**config.mk**
```make
export PLATFORM = sky130hd
export DESIGN_NAME = pipe_addacc
export DESIGN_NICKNAME = d
export VERILOG_FILES = /design/src/rtl/pipe_addacc_pkg.sv /design/src/rtl/addacc_core.sv /design/src/rtl/pipe_addacc.sv
export SDC_FILE = /design/constraint.sdc
export NUM_CORES = 1
export LEC_CHECK = 0
export CAP_MARGIN = 20
export CORE_ASPECT_RATIO = 0.9
export CORE_MARGIN = 2
export CORE_UTILIZATION = 54
export DETAILED_ROUTE_END_ITERATION = 12
export GPL_ROUTABILITY_DRIVEN = 0
export GPL_TIMING_DRIVEN = 0
export HOLD_SLACK_MARGIN = 0.03
export PLACE_DENSITY = 0.79
export SLEW_MARGIN = 20
export SYNTH_ARGS = -nofsm -noshare
export SYNTH_HDL_FRONTEND = slang
export SYNTH_SLANG_ARGS = --single-unit
```
**constraint.sdc**
```tcl
create_clock -name clk -period 2.8 [get_ports clk]
set_input_delay 0.56 -clock clk [delete_from_list [all_inputs] [get_ports clk]]
set_output_delay 0.56 -clock clk [all_outputs]
set_load 0.01 [all_outputs]
```
**src/rtl/pipe_addacc_pkg.sv**
```systemverilog
// Shared types and default sizes for the pipelined add/accumulate block.
package pipe_addacc_pkg;

  typedef enum logic [1:0] {
    MODE_ADD = 2'b00,
    MODE_SUB = 2'b01,
    MODE_ACC = 2'b10,
    MODE_CLR = 2'b11
  } mode_t;

  localparam int DEF_WIDTH = 8;
  localparam int DEF_CNT_W = 4;

endpackage

```
**src/rtl/addacc_core.sv**
```systemverilog
// Combinational arithmetic for one beat: add, subtract, accumulate, clear.
// Define PIPE_ADDACC_SAT_EN to clamp results instead of wrapping.
module addacc_core
  import pipe_addacc_pkg::*;
#(
  parameter int WIDTH = DEF_WIDTH
) (
  input  logic [WIDTH-1:0] a_i,
  input  logic [WIDTH-1:0] b_i,
  input  logic [WIDTH-1:0] acc_i,
  input  mode_t            mode_i,
  output logic [WIDTH-1:0] result_o,
  output logic             carry_o,
  output logic             overflow_o,
  output logic [WIDTH-1:0] next_acc_o
);

  logic [WIDTH:0] sum_add;
  logic [WIDTH:0] diff;
  logic [WIDTH:0] acc_sum;

  always_comb begin
    sum_add    = {1'b0, a_i} + {1'b0, b_i};
    diff       = {1'b0, a_i} - {1'b0, b_i};
    acc_sum    = {1'b0, acc_i} + {1'b0, a_i};
    result_o   = '0;
    carry_o    = 1'b0;
    overflow_o = 1'b0;
    next_acc_o = acc_i;
    case (mode_i)
      MODE_ADD: begin
        result_o   = sum_add[WIDTH-1:0];
        carry_o    = sum_add[WIDTH];
        overflow_o = (a_i[WIDTH-1] == b_i[WIDTH-1]) && (sum_add[WIDTH-1] != a_i[WIDTH-1]);
`ifdef PIPE_ADDACC_SAT_EN
        if (sum_add[WIDTH]) result_o = '1;
`endif
      end
      MODE_SUB: begin
        // The extra top bit of the difference is the borrow, i.e. a < b.
        result_o   = diff[WIDTH-1:0];
        carry_o    = diff[WIDTH];
        overflow_o = (a_i[WIDTH-1] != b_i[WIDTH-1]) && (diff[WIDTH-1] != a_i[WIDTH-1]);
`ifdef PIPE_ADDACC_SAT_EN
        if (diff[WIDTH]) result_o = '0;
`endif
      end
      MODE_ACC: begin
        result_o   = acc_sum[WIDTH-1:0];
        carry_o    = acc_sum[WIDTH];
        overflow_o = (acc_i[WIDTH-1] == a_i[WIDTH-1]) && (acc_sum[WIDTH-1] != acc_i[WIDTH-1]);
`ifdef PIPE_ADDACC_SAT_EN
        if (acc_sum[WIDTH]) result_o = '1;
`endif
        next_acc_o = result_o;
      end
      MODE_CLR: begin
        next_acc_o = '0;
      end
    endcase
  end

endmodule

```
**src/rtl/pipe_addacc.sv**
```systemverilog
// Two-stage valid/ready add/sub/accumulate pipeline with delivered-result counter.
// Optional saturation via PIPE_ADDACC_SAT_EN (handled in addacc_core).
module pipe_addacc
  import pipe_addacc_pkg::*;
#(
  parameter int WIDTH = DEF_WIDTH,
  parameter int CNT_W = DEF_CNT_W
) (
  input  logic             clk,
  input  logic             rst,
  input  logic             in_valid,
  output logic             in_ready,
  input  logic [WIDTH-1:0] a,
  input  logic [WIDTH-1:0] b,
  input  logic [1:0]       mode,
  output logic             out_valid,
  input  logic             out_ready,
  output logic [WIDTH-1:0] result,
  output logic             carry,
  output logic             overflow,
  output logic [CNT_W-1:0] res_count
);

  logic             s1_valid_q, s1_valid_d;
  logic [WIDTH-1:0] s1_a_q, s1_a_d;
  logic [WIDTH-1:0] s1_b_q, s1_b_d;
  mode_t            s1_mode_q, s1_mode_d;
  logic             out_valid_q, out_valid_d;
  logic [WIDTH-1:0] result_q, result_d;
  logic             carry_q, carry_d;
  logic             overflow_q, overflow_d;
  logic [WIDTH-1:0] acc_q, acc_d;
  logic [CNT_W-1:0] cnt_q, cnt_d;

  logic             s2_adv;
  logic [WIDTH-1:0] core_result;
  logic             core_carry;
  logic             core_overflow;
  logic [WIDTH-1:0] core_next_acc;

  // Ready looks only at the downstream side so it never depends on in_valid.
  assign s2_adv   = !out_valid_q || out_ready;
  assign in_ready = !s1_valid_q || s2_adv;

  addacc_core #(.WIDTH(WIDTH)) u_core (
    .a_i        (s1_a_q),
    .b_i        (s1_b_q),
    .acc_i      (acc_q),
    .mode_i     (s1_mode_q),
    .result_o   (core_result),
    .carry_o    (core_carry),
    .overflow_o (core_overflow),
    .next_acc_o (core_next_acc)
  );

  always_comb begin
    s1_valid_d  = s1_valid_q;
    s1_a_d      = s1_a_q;
    s1_b_d      = s1_b_q;
    s1_mode_d   = s1_mode_q;
    out_valid_d = out_valid_q;
    result_d    = result_q;
    carry_d     = carry_q;
    overflow_d  = overflow_q;
    acc_d       = acc_q;
    cnt_d       = cnt_q;

    if (in_ready) begin
      s1_valid_d = in_valid;
      if (in_valid) begin
        s1_a_d    = a;
        s1_b_d    = b;
        s1_mode_d = mode_t'(mode);
      end
    end

    // The accumulator commits only on the S1->S2 move, so chained ACC beats see each other.
    if (s2_adv) begin
      out_valid_d = s1_valid_q;
      if (s1_valid_q) begin
        result_d   = core_result;
        carry_d    = core_carry;
        overflow_d = core_overflow;
        acc_d      = core_next_acc;
      end
    end

    if (out_valid_q && out_ready) cnt_d = cnt_q + CNT_W'(1);
  end

  always_ff @(posedge clk) begin
    if (rst) begin
      s1_valid_q  <= 1'b0;
      s1_a_q      <= '0;
      s1_b_q      <= '0;
      s1_mode_q   <= MODE_ADD;
      out_valid_q <= 1'b0;
      result_q    <= '0;
      carry_q     <= 1'b0;
      overflow_q  <= 1'b0;
      acc_q       <= '0;
      cnt_q       <= '0;
    end else begin
      s1_valid_q  <= s1_valid_d;
      s1_a_q      <= s1_a_d;
      s1_b_q      <= s1_b_d;
      s1_mode_q   <= s1_mode_d;
      out_valid_q <= out_valid_d;
      result_q    <= result_d;
      carry_q     <= carry_d;
      overflow_q  <= overflow_d;
      acc_q       <= acc_d;
      cnt_q       <= cnt_d;
    end
  end

  assign out_valid = out_valid_q;
  assign result    = result_q;
  assign carry     = carry_q;
  assign overflow  = overflow_q;
  assign res_count = cnt_q;

endmodule
```
# Yosys cells after proc, flatten, opt, wreduce, memory -nomap -nowiden

Index checks and enable logic that the tools add are counted.

Output and inout bits: 16
Register bits: 42
Word-level logic and storage cells: 40
Bits of input ports: 22

Add/subtract/negate cells: 4
Eq/ne operators: 9
Reductions and logical operators: 13
Mux-type cells: 4

Operators with widths:

| operator                                      | number |
|---|---|
| one-hot mux 8 bit (3 select lines)            | 1 |
| adder 8 x 8 -> 9 bit                          | 2 |
| one-hot mux 8 bit (2 select lines)            | 1 |
| subtractor 8 x 8 -> 9 bit                     | 1 |
| one-hot mux 1 bit (3 select lines)            | 2 |
| adder 4 x 1 -> 4 bit, second input constant   | 1 |
| == test 2 bit, second input constant          | 2 |
| logical AND 1 bit                             | 4 |
| inequality test 1 bit                         | 4 |
| AND reduction 2 bit                           | 2 |
| AND reduction 3 bit                           | 1 |
| == test 1 bit                                 | 2 |
| == test 2 x 1 -> 1 bit, second input constant | 1 |
| zero test 1 bit                               | 2 |
| zero test 2 bit                               | 1 |
| logical OR 1 bit                              | 2 |
| nonzero test 2 bit                            | 1 |

# Logic depth before layout (Yosys ltp)

Depth after elaboration: 4
Mapped depth: 10
Gate-level depth less buffers: 10

# By module

A second synthesis with hierarchy kept.

Cells, all modules: 371
Area total of the unflattened synthesis: 3049.2 um2

By module, submodules not included:

| module      | times used | area each (um2) | cells each |
|---|---|---|---|
| pipe_addacc | 1          | 1734.2          | 187 |
| addacc_core | 1          | 1315.0          | 184 |

# Worst setup path before layout

Ideal clock, no wire load.

Path kind: register to register
From: register s1_b_q[1]
To: register result_q[5] (netlist: result[5])
Setup slack: 0.716 ns
Stages on the path, launching flop included: 9
Data arrival time: 2.009 ns
Clock period less this slack: 2.084 ns
Cell sequence: dfxtp_1 > inv_1 > ha_1 > nor2b_1 > o2111a_1 > o31a_1 > o21ai_1 > or4b_1 > a31oi_1

Cells in the longest elaborated chain, start to end: 2
Elaborated cells between the ends (all ways): 3

RTL lines:

| what                                                                     | RTL line                             | RTL |
|---|---|---|
| start, declared                                                          | pipe_addacc.sv:26                    | `logic [WIDTH-1:0] s1_b_q, s1_b_d;` |
| start signal, assigned                                                   | pipe_addacc.sv:95                    | `s1_b_q <= '0;` |
| start signal, assigned                                                   | pipe_addacc.sv:106                   | `s1_b_q <= s1_b_d;` |
| subtractor 8 x 8 -> 9 bit / adder 8 x 8 -> 9 bit (equally long branches) | addacc_core.sv:24, addacc_core.sv:23 |  |
| one-hot mux 8 bit (3 select lines) (*)                                   | addacc_core.sv:30                    | `case (mode_i)` |
| end signal, assigned                                                     | pipe_addacc.sv:109                   | `result_q <= result_d;` |
| end, declared                                                            | pipe_addacc.sv:29                    | `logic [WIDTH-1:0] result_q, result_d;` |

Mark *: on every way between the ends. The rest lies on a longest branch, timed or not.
A chain may end at the register's enable or synchronous reset.

# Worst setup path after layout

From: input port out_ready
To: output port in_ready

Cells in the longest elaborated chain, start to end: 2

RTL lines:

| what             | RTL line          | RTL |
|---|---|---|
| start, declared  | pipe_addacc.sv:17 | `input logic out_ready,` |
| logical OR 1 bit | pipe_addacc.sv:42 | `assign s2_adv = !out_valid_q \|\| out_ready;` |
| logical OR 1 bit | pipe_addacc.sv:43 | `assign in_ready = !s1_valid_q \|\| s2_adv;` |
| end, declared    | pipe_addacc.sv:12 | `output logic in_ready,` |

Every way passes these cells.

==> impl_metrics.py <==
metrics = {
    "critical_path": {
        "startpoint_type": "input pin",
        "worst-path-buf-inv": 2,
        "worst_r2r_startpoint": "s1_a_q[1]",
        "end_kind": "output port",
        "worst_ep_arrival_time_ps": 1890,
        "crit_top_cell": "clkdlybuf4s50_1",
        "worst_ep_required_time_ps": 2240,
        "rrSetupSlack_ps": 490,
        "crit_path_top_delay_cell": "clkdlybuf4s50_1",
        "crit_path_max_fanout": 5,
        "r2r_end": "result[5]",
        "timing.critical_path.slowest_cell_delay_ps": 490,
        "setup.worst_path.class": "in -> out",
        "critical_path.top_delay_family": "buffers and inverters",
        "worst_reg_to_reg_cells": 7,
        "crit_chain": "clkdlybuf4s50_1 > nor2b_1 > nand2_1 > clkdlybuf4s50_1",
    },
    "power": {
        "cellInternalPower_uw": 1037,
        "p_per_area_nw_per_um2": 446.0,
        "p_sw_share_pct": 26.64,
        "total_leakage_power_uw": 0.001263,
        "combPwrFrac_pct": 19.1,
        "design_power_total_uw": 1413,
        "clock_network_fraction_of_design_power_pct": 35.0,
        "max-vdd-ir-drop_v": 0.0003578,
        "power.net_switching_uw": 376.5,
        "share_seq_of_total_power_pct": 45.9,
    },
    "clocking": {
        "cts-buffers-inserted": 5,
        "clockBufferDepth": 2,
        "cts-resized-gates": 0,
        "setup_fix_bufs_post_cts": 0,
        "clock_insertion_delay_worst_skew_ps": 290,
        "clk_pin_slew_ps": 80,
        "ctsHoldBuffers": 0,
        "cts_num_sinks": 42,
        "cts_tree": "done",
        "clockRootBuffer": "clkbuf_8",
        "ctsHtreeMaxLevel": 2,
    },
    "sta": {
        "timing.clock.skew_ps": 8.416,
        "finalCriticalPeriod_ps": 2448,
        "setup-tns-final_ps": 0,
        "rsz0062_at_grt": "no",
        "setup_viol": 0,
        "timing.hold.ws_ps": 467.0,
        "final.period_utilization_pct": 87.42,
        "worstMarginPinSlew_ps": 649.9,
        "timing.final.max_slew_violations": 0,
        "slew_headroom_pct": 56.67,
        "finalHoldViolCount": 0,
        "fmax_mhz": 408.5,
    },
    "synth": {
        "synth_area_per_cell_sq_um": 8.002,
        "synthDominantCellAreaShare_pct": 32.23,
        "netlist.top_cell.by_area": "dfxtp_1",
        "ys_top_cells_by_area": "dfxtp_1, ha_1, nand2_1, a21oi_1, nor2_1",
        "synth_area_sq_um": 2609,
        "ys_dominant_reg_cell": "dfxtp_1",
        "synth_sequential_area_ratio_pct": 32.23,
        "synthesis.nets": 376,
        "synth_cells": 326,
        "async_reset_ff_share_pct": 0,
        "synth_edf_count": 0,
        "ys_types": 48,
        "yosys_warnings": 0,
        "ys_ff_latch": 42,
    },
    "drt": {
        "routed_via_density": 5.586,
        "antenna_violating_nets_post_route": 0,
        "detail_route.drc_violations": 0,
        "drt_iter0_markers": 129,
        "first_pass_iters": 4,
        "wl_per_cell_um": 14.27,
        "num_vias": 2413,
        "wl_um": 6166,
    },
    "floorplanning": {
        "die-width_um": 77.27,
        "pin_count": 38,
        "die_area_sq_um": 5404,
        "fp.dieH_um": 69.94,
        "floorplan.initialDensity_pct": 57.37,
        "rows": 23,
        "coreArea_sq_um": 4547,
    },
    "min_path": {
        "hold-path-endpoint": "acc_q[5]",
        "min-delay-start": "acc_q[5]",
        "hold_depth": 2,
        "holdCritPathClass": "reg -> reg",
    },
    "status": {
        "run_status": "complete, no violations",
    },
    "job": {
        "max_cap_violations": 0,
    },
    "layout": {
        "finalNetCount": 420,
        "antenna_cells_inserted": 0,
        "layout.cells.most_common_list": "nand2_1, dfxtp_1, clkdlybuf4s50_1",
        "layout.area.seq_sq_um": 840.8,
        "postLayoutCoreUtil_pct": 69.70,
        "layout.filler_cells": 406,
        "multi_input_area_sq_um": 1624,
        "drive_above_1_share_pct": 4.324,
        "area_growth_syn_to_layout_pct": 21.49,
        "leading_cell_type_in_the_layout_fill_and_taps_excluded": "nand2_1",
        "finish.cell_count_without_fillers": 432,
    },
    "placed_design": {
        "place_inst": 425,
        "port_buffers": 37,
        "detailedPlacementHpwl_um": 4796,
    },
    "global_route": {
        "grt_pass1_wl_um": 10410,
        "grt_antenna_before_repair": 0,
        "grt_max_degree": 13,
        "grt.overflow.total": 0,
        "globalRouteTotalUtil_pct": 23.52,
        "first_global_vias": 2302,
    },
}
-- cell families (layout without fill, tap and decap cells) --
family / Yosys count / count (layout) / synth area share, %
multiplexers: 3 / 3 / 1.151
flip-flops: 42 / 42 / 32.23
AND/OR/NAND/NOR: 116 / 116 / 20.43
AO/OA/AOI/OAI: 90 / 90 / 22.35
XOR/XNOR: 12 / 12 / 4.029
buffers and inverters: 35 / 79 / 5.515
adder cells (fa/ha/maj): 28 / 28 / 14.29
-- worst register-to-register path, stage by stage (launching register included) --
cell and delay (ps):
dfxtp_1 480, ha_1 290, nor2b_1 150, o2111a_1 260, o31a_1 290, o21ai_1 130, or4b_1 460, a31oi_1 180
-- cells in the mapped netlist (all sizes together) (2+ instances only) --
library cell,n
nand2b,5
a211oi,8
o21a,2
xnor2,9
nand4,2
xor2,3
o21ai,19
dfxtp,42
nor3,11
o21bai,4
fa,3
o31a,2
nand2,48
a21oi,28
a21o,3
ha,25
or2,2
nor2b,8
a221oi,2
nand4b,2
nand3,7
mux2i,3
buf,5
a22oi,9
inv,21
clkbuf,9
a31oi,2
nor2,25
-- stage by stage --
stage                     cell area [sq um]  worst slack, ps
after floorplan                        2609            716.4
after global placement                 3057            309.2
after detailed placement               3057            283.4
after CTS                              3169            340.6
after global routing                   3169            248.3
final                                  3169            352.1
-- sequential cells by signal, summed over array words and instances (netlist names) --
name and cells:
acc_q 8, result 8, s1_a_q 8, s1_b_q 8, res_count 4, s1_mode_q 2
carry 1, out_valid 1, overflow 1, s1_valid_q 1
-- worst max path at each step --
stage,slack (ps),cells past startpoint,to,start
2_1_floorplan,720,8,result[5],s1_b_q[1]
3_3_place_gp,310,8,acc_q[0],out_ready
3_5_place_dp,280,8,acc_q[0],out_ready
4_1_cts,340,4,in_ready,out_ready
5_1_grt,250,4,in_ready,out_ready
6_report,350,4,in_ready,out_ready
-- layer usage --
metal  vias to the layer above  global-route usage, %  share of wire [%]
met5                         -                      0                  0
met2                        53                  39.13                 46
met1                      1123                  31.41                 47
met4                         0                  6.746                1.7
met3                        10                  3.876                4.8
li1                       1227                      -                  -
-- power by group through the flow --
stage                     registers [uW]  logic [uW]  clock network, uW
after detailed placement             663         267                  0
after CTS                            649         269                501
after global placement               661         260                  0
after floorplan                      659         171                  0
after global routing                 653         300                529
final                                649         270                495
-- area by class of cell --
cell class | instances | share of cell area [%]
multi-input cells | 249 | 51.24
flip-flops and latches | 42 | 26.53
repair buffers | 37 | 11.69
inverters | 21 | 2.487
clock inverters | 1 | 0.9475
well taps | 62 | 2.448
clock buffers | 6 | 2.606
plain buffers | 14 | 2.053
Note: power is estimated with default switching activity, not from simulation.
